===== src/rtl/md_sequencer.sv =====
`default_nettype none
// ============================================================================
// Module   : md_sequencer
// Brief    : Iterative unsigned MULTU/DIVU sequencer built on the shared
//            32-bit ALU (one shift-add or restoring shift-subtract step per
//            cycle). Owns the architectural HI/LO registers and raises busy
//            so the hazard unit can stall mfhi/mflo and further mult/div.
// Revision : 1.0 - initial release
// ============================================================================
module md_sequencer (
   input  logic        clk,
   input  logic        reset,
   input  logic        start,
   input  logic [1:0]  op,
   input  logic [31:0] rs,
   input  logic [31:0] rt,
   input  logic [31:0] alu_result,
   output logic [31:0] alu_a,
   output logic [31:0] alu_b,
   output logic [2:0]  alu_op,
   output logic        busy,
   output logic [31:0] hi,
   output logic [31:0] lo,
   output logic        div_zero
);

   localparam logic [1:0] c_OP_MULTU = 2'b00;
   localparam logic [1:0] c_OP_DIVU  = 2'b01;
   localparam logic [1:0] c_OP_MTHI  = 2'b10;
   localparam logic [1:0] c_OP_MTLO  = 2'b11;
   localparam logic [2:0] c_ALU_ADD  = 3'b000;
   localparam logic [2:0] c_ALU_SUB  = 3'b001;
   localparam logic [5:0] c_LAST_CNT = 6'd31;

   typedef enum logic [1:0] {
      S_IDLE = 2'd0,
      S_MUL  = 2'd1,
      S_DIV  = 2'd2
   } state_t;

   state_t      r_state;
   logic [31:0] r_wh;
   logic [31:0] r_wl;
   logic [31:0] r_d;
   logic [5:0]  r_cnt;
   logic [31:0] r_hi;
   logic [31:0] r_lo;
   logic        r_div_zero;

   // Restoring-divide partial remainder: shift the next dividend bit in.
   // w_top is the bit shifted out; when set, the 33-bit value is >= divisor.
   logic [31:0] w_s;
   logic        w_top;
   logic        w_ge;
   logic        w_carry;
   logic [31:0] w_mul_wh;
   logic [31:0] w_mul_wl;
   logic [31:0] w_div_wh;
   logic [31:0] w_div_wl;

   assign w_s     = {r_wh[30:0], r_wl[31]};
   assign w_top   = r_wh[31];
   assign w_ge    = w_top | (w_s >= r_d);
   // Unsigned overflow of wh + d shows up as a wrapped sum smaller than wh.
   assign w_carry = (alu_result < r_wh);

   // Next working pair for one multiply step and one divide step.
   always_comb begin
      if (r_wl[0]) begin
         w_mul_wh = {w_carry, alu_result[31:1]};
         w_mul_wl = {alu_result[0], r_wl[31:1]};
      end else begin
         w_mul_wh = {1'b0, r_wh[31:1]};
         w_mul_wl = {r_wh[0], r_wl[31:1]};
      end
      w_div_wh = w_ge ? alu_result : w_s;
      w_div_wl = {r_wl[30:0], w_ge};
   end

   // ALU request lines: only driven while an operation is in flight.
   always_comb begin
      alu_a  = '0;
      alu_b  = '0;
      alu_op = c_ALU_ADD;
      case (r_state)
         S_MUL: begin
            alu_a  = r_wh;
            alu_b  = r_d;
            alu_op = c_ALU_ADD;
         end
         S_DIV: begin
            alu_a  = w_s;
            alu_b  = r_d;
            alu_op = c_ALU_SUB;
         end
         default: ;
      endcase
   end

   assign busy     = (r_state != S_IDLE);
   assign hi       = r_hi;
   assign lo       = r_lo;
   assign div_zero = r_div_zero;

   // Sequencer: issue in IDLE, one step per cycle, commit HI/LO on step 31.
   always_ff @(posedge clk) begin
      if (reset) begin
         r_state    <= S_IDLE;
         r_wh       <= '0;
         r_wl       <= '0;
         r_d        <= '0;
         r_cnt      <= '0;
         r_hi       <= '0;
         r_lo       <= '0;
         r_div_zero <= 1'b0;
      end else begin
         case (r_state)
            S_IDLE: begin
               if (start) begin
                  case (op)
                     c_OP_MTHI: r_hi <= rs;
                     c_OP_MTLO: r_lo <= rs;
                     c_OP_MULTU: begin
                        r_wh       <= '0;
                        r_wl       <= rt;
                        r_d        <= rs;
                        r_cnt      <= '0;
                        r_div_zero <= 1'b0;
                        r_state    <= S_MUL;
                     end
                     c_OP_DIVU: begin
                        r_wh       <= '0;
                        r_wl       <= rs;
                        r_d        <= rt;
                        r_cnt      <= '0;
                        r_div_zero <= (rt == 32'd0);
                        r_state    <= S_DIV;
                     end
                     default: ;
                  endcase
               end
            end
            S_MUL: begin
               r_wh  <= w_mul_wh;
               r_wl  <= w_mul_wl;
               r_cnt <= r_cnt + 6'd1;
               if (r_cnt == c_LAST_CNT) begin
                  r_hi    <= w_mul_wh;
                  r_lo    <= w_mul_wl;
                  r_state <= S_IDLE;
               end
            end
            S_DIV: begin
               r_wh  <= w_div_wh;
               r_wl  <= w_div_wl;
               r_cnt <= r_cnt + 6'd1;
               if (r_cnt == c_LAST_CNT) begin
                  r_hi    <= w_div_wh;
                  r_lo    <= w_div_wl;
                  r_state <= S_IDLE;
               end
            end
            default: r_state <= S_IDLE;
         endcase
      end
   end

endmodule
`default_nettype wire


===== config.mk =====
export PLATFORM = sky130hd
export DESIGN_NAME = md_sequencer
export DESIGN_NICKNAME = d
export VERILOG_FILES = /design/src/rtl/md_sequencer.sv
export SDC_FILE = /design/constraint.sdc
export NUM_CORES = 1
export LEC_CHECK = 0
export BUFFER_PORTS_ARGS = -buffer_cell sky130_fd_sc_hd__buf_2
export CAP_MARGIN = 20
export CORE_MARGIN = 5
export CORE_UTILIZATION = 40
export DETAILED_ROUTE_END_ITERATION = 7
export GPL_TIMING_DRIVEN = 0
export SETUP_SLACK_MARGIN = 0.15
export SLEW_MARGIN = 30
export SYNTH_ARGS = -nofsm -noshare
export SYNTH_HDL_FRONTEND = slang
export SYNTH_SLANG_ARGS = --single-unit

===== constraint.sdc =====
create_clock -name clk -period 3.45 [get_ports clk]
set_clock_uncertainty 0.05 [all_clocks]
set_input_delay 0.69 -clock clk [delete_from_list [all_inputs] [get_ports clk]]
set_output_delay 0.69 -clock clk [all_outputs]
set_load 0.01 [all_outputs]

## Word level (Yosys, flattened, before mapping)

Cells that the tools add are included.

| cells by class | value |
|---|---|
| add/sub/neg operators | 1 |
| order comparisons | 2 |
| eq/ne operators | 14 |
| bitwise logic cells | 1 |
| mux-type cells | 31 |
| reduce and logical (&&, ||, !) cells | 16 |

Operator list:

| cell | count |
|---|---|
| $mux 32 | 15 |
| $pmux 32 s3 | 4 |
| $pmux 32 s2 | 3 |
| $ge 32x32->1 | 1 |
| $logic_not 32->1 | 1 |
| $lt 32x32->1 | 1 |
| $reduce_and 3->1 | 5 |
| $mux 6 | 2 |
| $pmux 6 s2 | 1 |
| $reduce_and 5->1 | 2 |
| $ne 2x2->1 const B | 4 |
| $pmux 2 s2 | 2 |
| $add 6x1->6 const B | 1 |
| $eq 2x2->1 const B | 3 |
| $eq 6x5->1 const B | 1 |
| $ne 2x1->1 const B | 3 |
| $reduce_bool 2->1 | 3 |
| $eq 2x1->1 const B | 2 |
| $logic_not 2->1 | 2 |
| $mux 2 | 2 |
| $reduce_or 2->1 | 2 |
| $ne 3x1->1 const B | 1 |
| $reduce_bool 3->1 | 1 |
| $pmux 1 s2 | 1 |
| other kinds (2) | 2 |

| storage, ports and cells | value |
|---|---|
| flip-flop bits (word level) | 169 |
| output and inout port bits | 133 |
| bits of input ports | 101 |
| word-level logic and storage cells | 73 |

## Depth between registers and ports, before layout

| depth | value |
|---|---|
| depth in word-level cells | 5 |
| gate-level depth with buffers | 11 |
| gate-level depth less buffers | 10 |

## Worst setup path after synthesis

No wires, ideal clock.

| path | value |
|---|---|
| path type | reg-to-reg |
| from | register r_d[31] |
| to | register r_hi[31] (netlist: hi[31]) |
| setup time | 0.114 ns |
| clock period less this slack | 2.639 ns |
| required time | 3.286 ns |
| path buffers | 0 |
| slack | 0.811 ns |
| stages on the path, launching flop included | 10 |
| arrival | 2.474 ns |
| cells stage by stage | dfxtp_1 > inv_1 > ha_1 > a211o_1 > or3_1 > a211o_1 > a31oi_4 > mux2i_1 > nor3_1 > a2111oi_0 |

| on the way | value |
|---|---|
| word-level cells in the longest chain between the ends | 5 |

RTL lines:

| item | RTL line | RTL |
|---|---|---|
| start, declared | 44 | `logic [31:0] r_d;` |
| start signal, assigned | 126 | `r_d <= rs;` |
| start signal, assigned | 134 | `r_d <= rt;` |
| $ge 32x32->1 | 63 | `assign w_ge = w_top \| (w_s >= r_d);` |
| $or 1x1->1 | 63 |  |
| $mux 32 | 76 | `w_div_wh = w_ge ? alu_result : w_s;` |
| $mux 32 | 157 | `if (r_cnt == c_LAST_CNT) begin` |
| $pmux 32 s3 | 117 | `case (r_state)` |
| end signal, assigned | 121 | `c_OP_MTHI: r_hi <= rs;` |
| end signal, assigned | 148 | `r_hi <= w_mul_wh;` |
| end signal, assigned | 158 | `r_hi <= w_div_wh;` |
| end, declared | 46 | `logic [31:0] r_hi;` |

Every way passes these cells. The select of a mux whose other input is x is not followed.
A chain may end at the register's enable or synchronous reset.

## Worst setup path after layout

| path | value |
|---|---|
| from | register r_state[0] |
| to | output alu_a[30] |

| on the way | value |
|---|---|
| word-level cells in the longest chain between the ends | 2 |
| elaborated cells between the ends (all ways) | 3 |
| those cells by class | eq/ne (2); mux (1) |

RTL lines:

| item | RTL line | RTL |
|---|---|---|
| start, declared | 41 | `state_t r_state;` |
| start signal, assigned | 108 | `r_state <= S_IDLE;` |
| start signal, assigned | 129 | `r_state <= S_MUL;` |
| start signal, assigned | 137 | `r_state <= S_DIV;` |
| $eq 2x2->1 / $eq 2x1->1 (equally long branches) | 85 | `case (r_state)` |
| $pmux 32 s2 (*) | 85 |  |
| end, declared | 18 | `output logic [31:0] alu_a,` |

Mark *: on every way between the ends. The rest lies on a longest branch, timed or not.

==> summary.md <==
The initial standard-cell utilization of the core is 0.402. The worst-case IR drop observed on VDD is 0.290 mV. The leakage power was 0.00532 uW. For the synthesized netlist cell count, the log shows 1478. The met3 usage came out at 0.0398. Setup violations remaining at the end of the flow were counted as 0. In this run the most critical hold path is launched from lo[4].

The number of standard-cell rows in the floorplan came out at 61. TritonCTS built the clock tree. The die boundary height came out at 177 um.

Buffer and inverter count on the worst path: 4. For the DRC violation count after routing, the log shows 0. The run gives 0.378 as the relative slew slack. Dividing the detail-routed wire length by the instance count gives 21.1 um.

For this run, the leading register cell type out of synthesis is dfxtp_1. The tools report the endpoint of the most critical register-to-register path as hi[19]. Setup repair after global routing could not meet its margin everywhere.

The tools report the global-route met2 utilization as 0.433. On the worst path, the slowest cell contributes a delay of 0.41 ns. The number of enable flip-flop cells after synthesis came out at 0. In this design, the critical path's most frequently occurring cell is buf_2. Once layout is done, the placed cells without fillers occupy 13400 um^2. The tools report the via count of the first global-routing pass as 11716. The number of I/O port buffers works out to 230. The path category of the worst min-delay check is flop to flop. By startpoint and endpoint, the worst setup path is classified as flop to output pin. The ratio of cells with drive above 1 in the final layout was 0.194; the post-detailed-placement cell area was 12700 um^2. The clock passes through at most 2 buffers. The clock sink total is 169, and the number of cells on the worst reg-to-reg path is 11. The total routing usage reported by global routing is 0.278, and the number of optimization iterations in the first detailed-route pass is 5. STA classifies the critical path endpoint as an output pin. The die covers 31200 um^2. The tool flagged a number of max-cap violations equal to 0. STA puts the critical path data required time at 2.71 ns. Total standard cell area after synthesis: 11100 um^2. The flow ran to the end, and the final reports show no timing, DRC or antenna violations. The top-level port count came out at 234.

The fraction of the cycle the final worst path needs works out to 0.945. After clock tree synthesis, the clock-pin slew on the worst setup and hold paths is 0.07 ns. Fraction of registers with async set/reset: 0. Detailed placement ended at an HPWL of 35000 um. Dividing the synthesized area by the synthesized cell count gives 7.50 um^2. The dominant delay contributor by cell family on the critical path was buffers and inverters. The number of register bits inferred by synthesis works out to 169. The number of vias per cell after detailed routing is 5.78. The total of warnings raised by yosys is 0. The number of different library cells used by synthesis comes to 52. Summed over all layers, the global routing overflow is 0.

For this design the ratio of total power to cell area is 411 nW/um^2. The worst register-to-register path begins at r_d[31]. The number of antenna violations at the first check in global routing was 2; the worst-margin pin slew was 0.926 ns. The placer congestion estimate was 0.960. The part of the Yosys area used for sequential elements is 0.305, and the number of cells on the worst hold path is 2. Layout-stage area growth over the synthesis result: 21.0%.

The sum of negative setup slack came out at 0 ns. The via count was 12265. Wire length reported by the detailed router: 44800 um. For the maximum frequency from static timing analysis, the log shows 307 MHz.

TritonCTS created 17 clock buffers. The worst register-to-register path has a setup slack of 0.33 ns. The tools report the destination of the worst hold path as lo[4]. The count of nets left with antenna violations once routing finished came out at 0. For the finished layout, the period the worst path requires is 3.26 ns. The tools report the violation count after the first detailed-route iteration as 1130. The logs give 0.44 ns for the insertion delay of the later-clocked pin in the worst-skew pair and 4 for the deepest level of the CTS H-tree.

After layout, the design draws a total of 5510 uW. The final layout contains 1900 nets. The global routing stage identified its most utilized layer as met2. Data arrives at the worst endpoint at 2.52 ns. Entering global routing, the biggest net connects 18 pins. The biggest fanout along the worst timing path was 10. The total area inside the core boundary comes to 27600 um^2. Number of pins exceeding their max-slew limit in the final report: 0. The tree is rooted in a clkbuf_16.

The first global-routing pass estimated 67700 um of wire. The met1 usage came out at 0.387. The core occupancy in the finished layout was 0.487; the floorplan die width was 177 um.

The total count of hold-check failures in the final report is 0. Final hold analysis gives a worst-case slack of 0.401 ns. STA classifies the critical path startpoint as a flop.

The signal on the critical path passes through ha_1, clkbuf_2, buf_2, clkbuf_4, nand2_1, a21boi_0, buf_2. The library cell contributing the largest single delay on the critical path is dfxtp_1.
-- cells by family (layout without fill, tap and decap cells) --
kind of cell,Yosys count,after routing,synth area share
XOR/XNOR,4,4,0.00316
other,1,3,0.000338
flip-flops,169,169,0.305
multiplexers,65,65,0.0623
AND/OR/NAND/NOR,504,504,0.189
buffers and inverters,191,456,0.0878
AO/OA/AOI/OAI,476,476,0.276
adder cells (fa/ha/maj),68,68,0.0767
-- state kept, by name, indices dropped and copies added, names as in the netlist --
register,flops
r_state,2
div_zero,1
r_wh,32
lo,32
hi,32
r_d,32
r_wl,32
r_cnt,6
-- routing by layer --
layer,part of all wire,vias up
li1,-,5738
met1,0.44,5792
met2,0.44,631
met3,0.078,102
met4,0.039,2
met5,0.00040,-
-- where the power goes --
part | switching, uW | total (uW) | internal, uW
clock network | 954 | 2130 | 1170
registers | 85.1 | 2150 | 2070
logic | 797 | 1230 | 433
total | 1840 | 5510 | 3670
-- layout make-up --
class / count / area [um^2]
inverter: 71 / 267
buffer: 120 / 737
antenna: 1 / 2.50
tap: 378 / 473
timing repair buffer: 233 / 1190
clock buffer: 17 / 425
clock inverter: 15 / 203
sequential: 169 / 3380
fill: 2857 / 14100
multi-input combinational: 1119 / 6740
-- layout by cell type (no fill, tap or decap), drive strengths merged, types with 3 or more instances in the layout --
| master | Yosys | final |
|---|---|---|
| a21o | 14 | 14 |
| mux2i | 33 | 33 |
| nor2 | 24 | 24 |
| nor3 | 8 | 8 |
| nor4 | 10 | 10 |
| nor2b | 5 | 5 |
| xor2 | 4 | 4 |
| a31oi | 3 | 3 |
| a21boi | 32 | 32 |
| o211ai | 63 | 63 |
| bufinv | 0 | 3 |
| nand3 | 4 | 4 |
| or3 | 3 | 3 |
| mux2 | 32 | 32 |
| nand2b | 4 | 4 |
| clkinvlp | 0 | 3 |
| a22oi | 32 | 32 |
| a211oi | 3 | 3 |
| o221ai | 63 | 63 |
| o21ai | 73 | 73 |
| dfxtp | 169 | 169 |
| dlymetal6s2s | 4 | 4 |
| nand4 | 15 | 15 |
| clkbuf | 93 | 109 |
| and2 | 35 | 35 |
| buf | 19 | 253 |
| inv | 70 | 78 |
| a211o | 3 | 3 |
| nand2 | 394 | 394 |
| a21oi | 177 | 177 |
| ha | 68 | 68 |
-- tightest hold or removal path, delay by kind of cell, from the launching register on --
kind	cells	cell delay, ns
AOI/OAI and AO/OA	1	0.05
DFF	1	0.31
and+or+nand+nor	1	0.05
-- through the flow --
step | std cells | setup WS [ns]
floorplan | 1479 | 0.811
global route | 2123 | 0.133
global placement | 2087 | -0.190
CTS | 2120 | 0.207
detailed placement | 2087 | -0.157
finish | 2123 | 0.188
-- how the worst max path moves through the flow --
stage / from / cells past startpoint / to / slack, ns
floorplan: r_d[31] / 9 / hi[31] / 0.81
global placement: r_state[1] / 8 / alu_a[0] / -0.19
detailed placement: r_state[1] / 8 / alu_a[1] / -0.16
CTS: r_state[1] / 8 / alu_a[1] / 0.21
global route: r_state[1] / 8 / alu_a[19] / 0.13
finish: r_state[0] / 7 / alu_a[30] / 0.19
-- cells in the mapped netlist (all sizes together), types with 2 or more instances --
master	number	area [um^2]
nor2	24	90.1
o221ai	63	552
buf	19	160
dlygate4sd1	2	17.5
nor2b	5	31.3
nand2	394	1480
ha	68	851
a22oi	32	240
o21bai	2	18.8
dlygate4sd3	2	20.0
or3	3	18.8
a21boi	32	240
inv	70	263
o211ai	63	473
a31oi	3	33.8
a221oi	2	17.5
nand4	15	93.8
a21oi	177	890
a211o	3	26.3
a211oi	3	22.5
mux2	32	360
o21ai	73	365
mux2i	33	330
nand2b	4	25.0
dlymetal6s2s	4	50.1
a2111oi	2	17.5
xor2	4	35.0
and2	35	219
o2111ai	2	17.5
nor3	8	40.0
dfxtp	169	3380
nand3	4	20.0
o21a	2	15.0
nor4	10	62.6
a21o	14	105
clkbuf	93	459
-- repair_timing --
action                                  in CTS  in global routing
resized for setup                           16                 10
setup buffers                                1                  2
endpoints found under the setup margin      41                 13
hold buffers                                 0                  0
pin swaps                                    0                  1
Power figures use the tool's default switching activity.
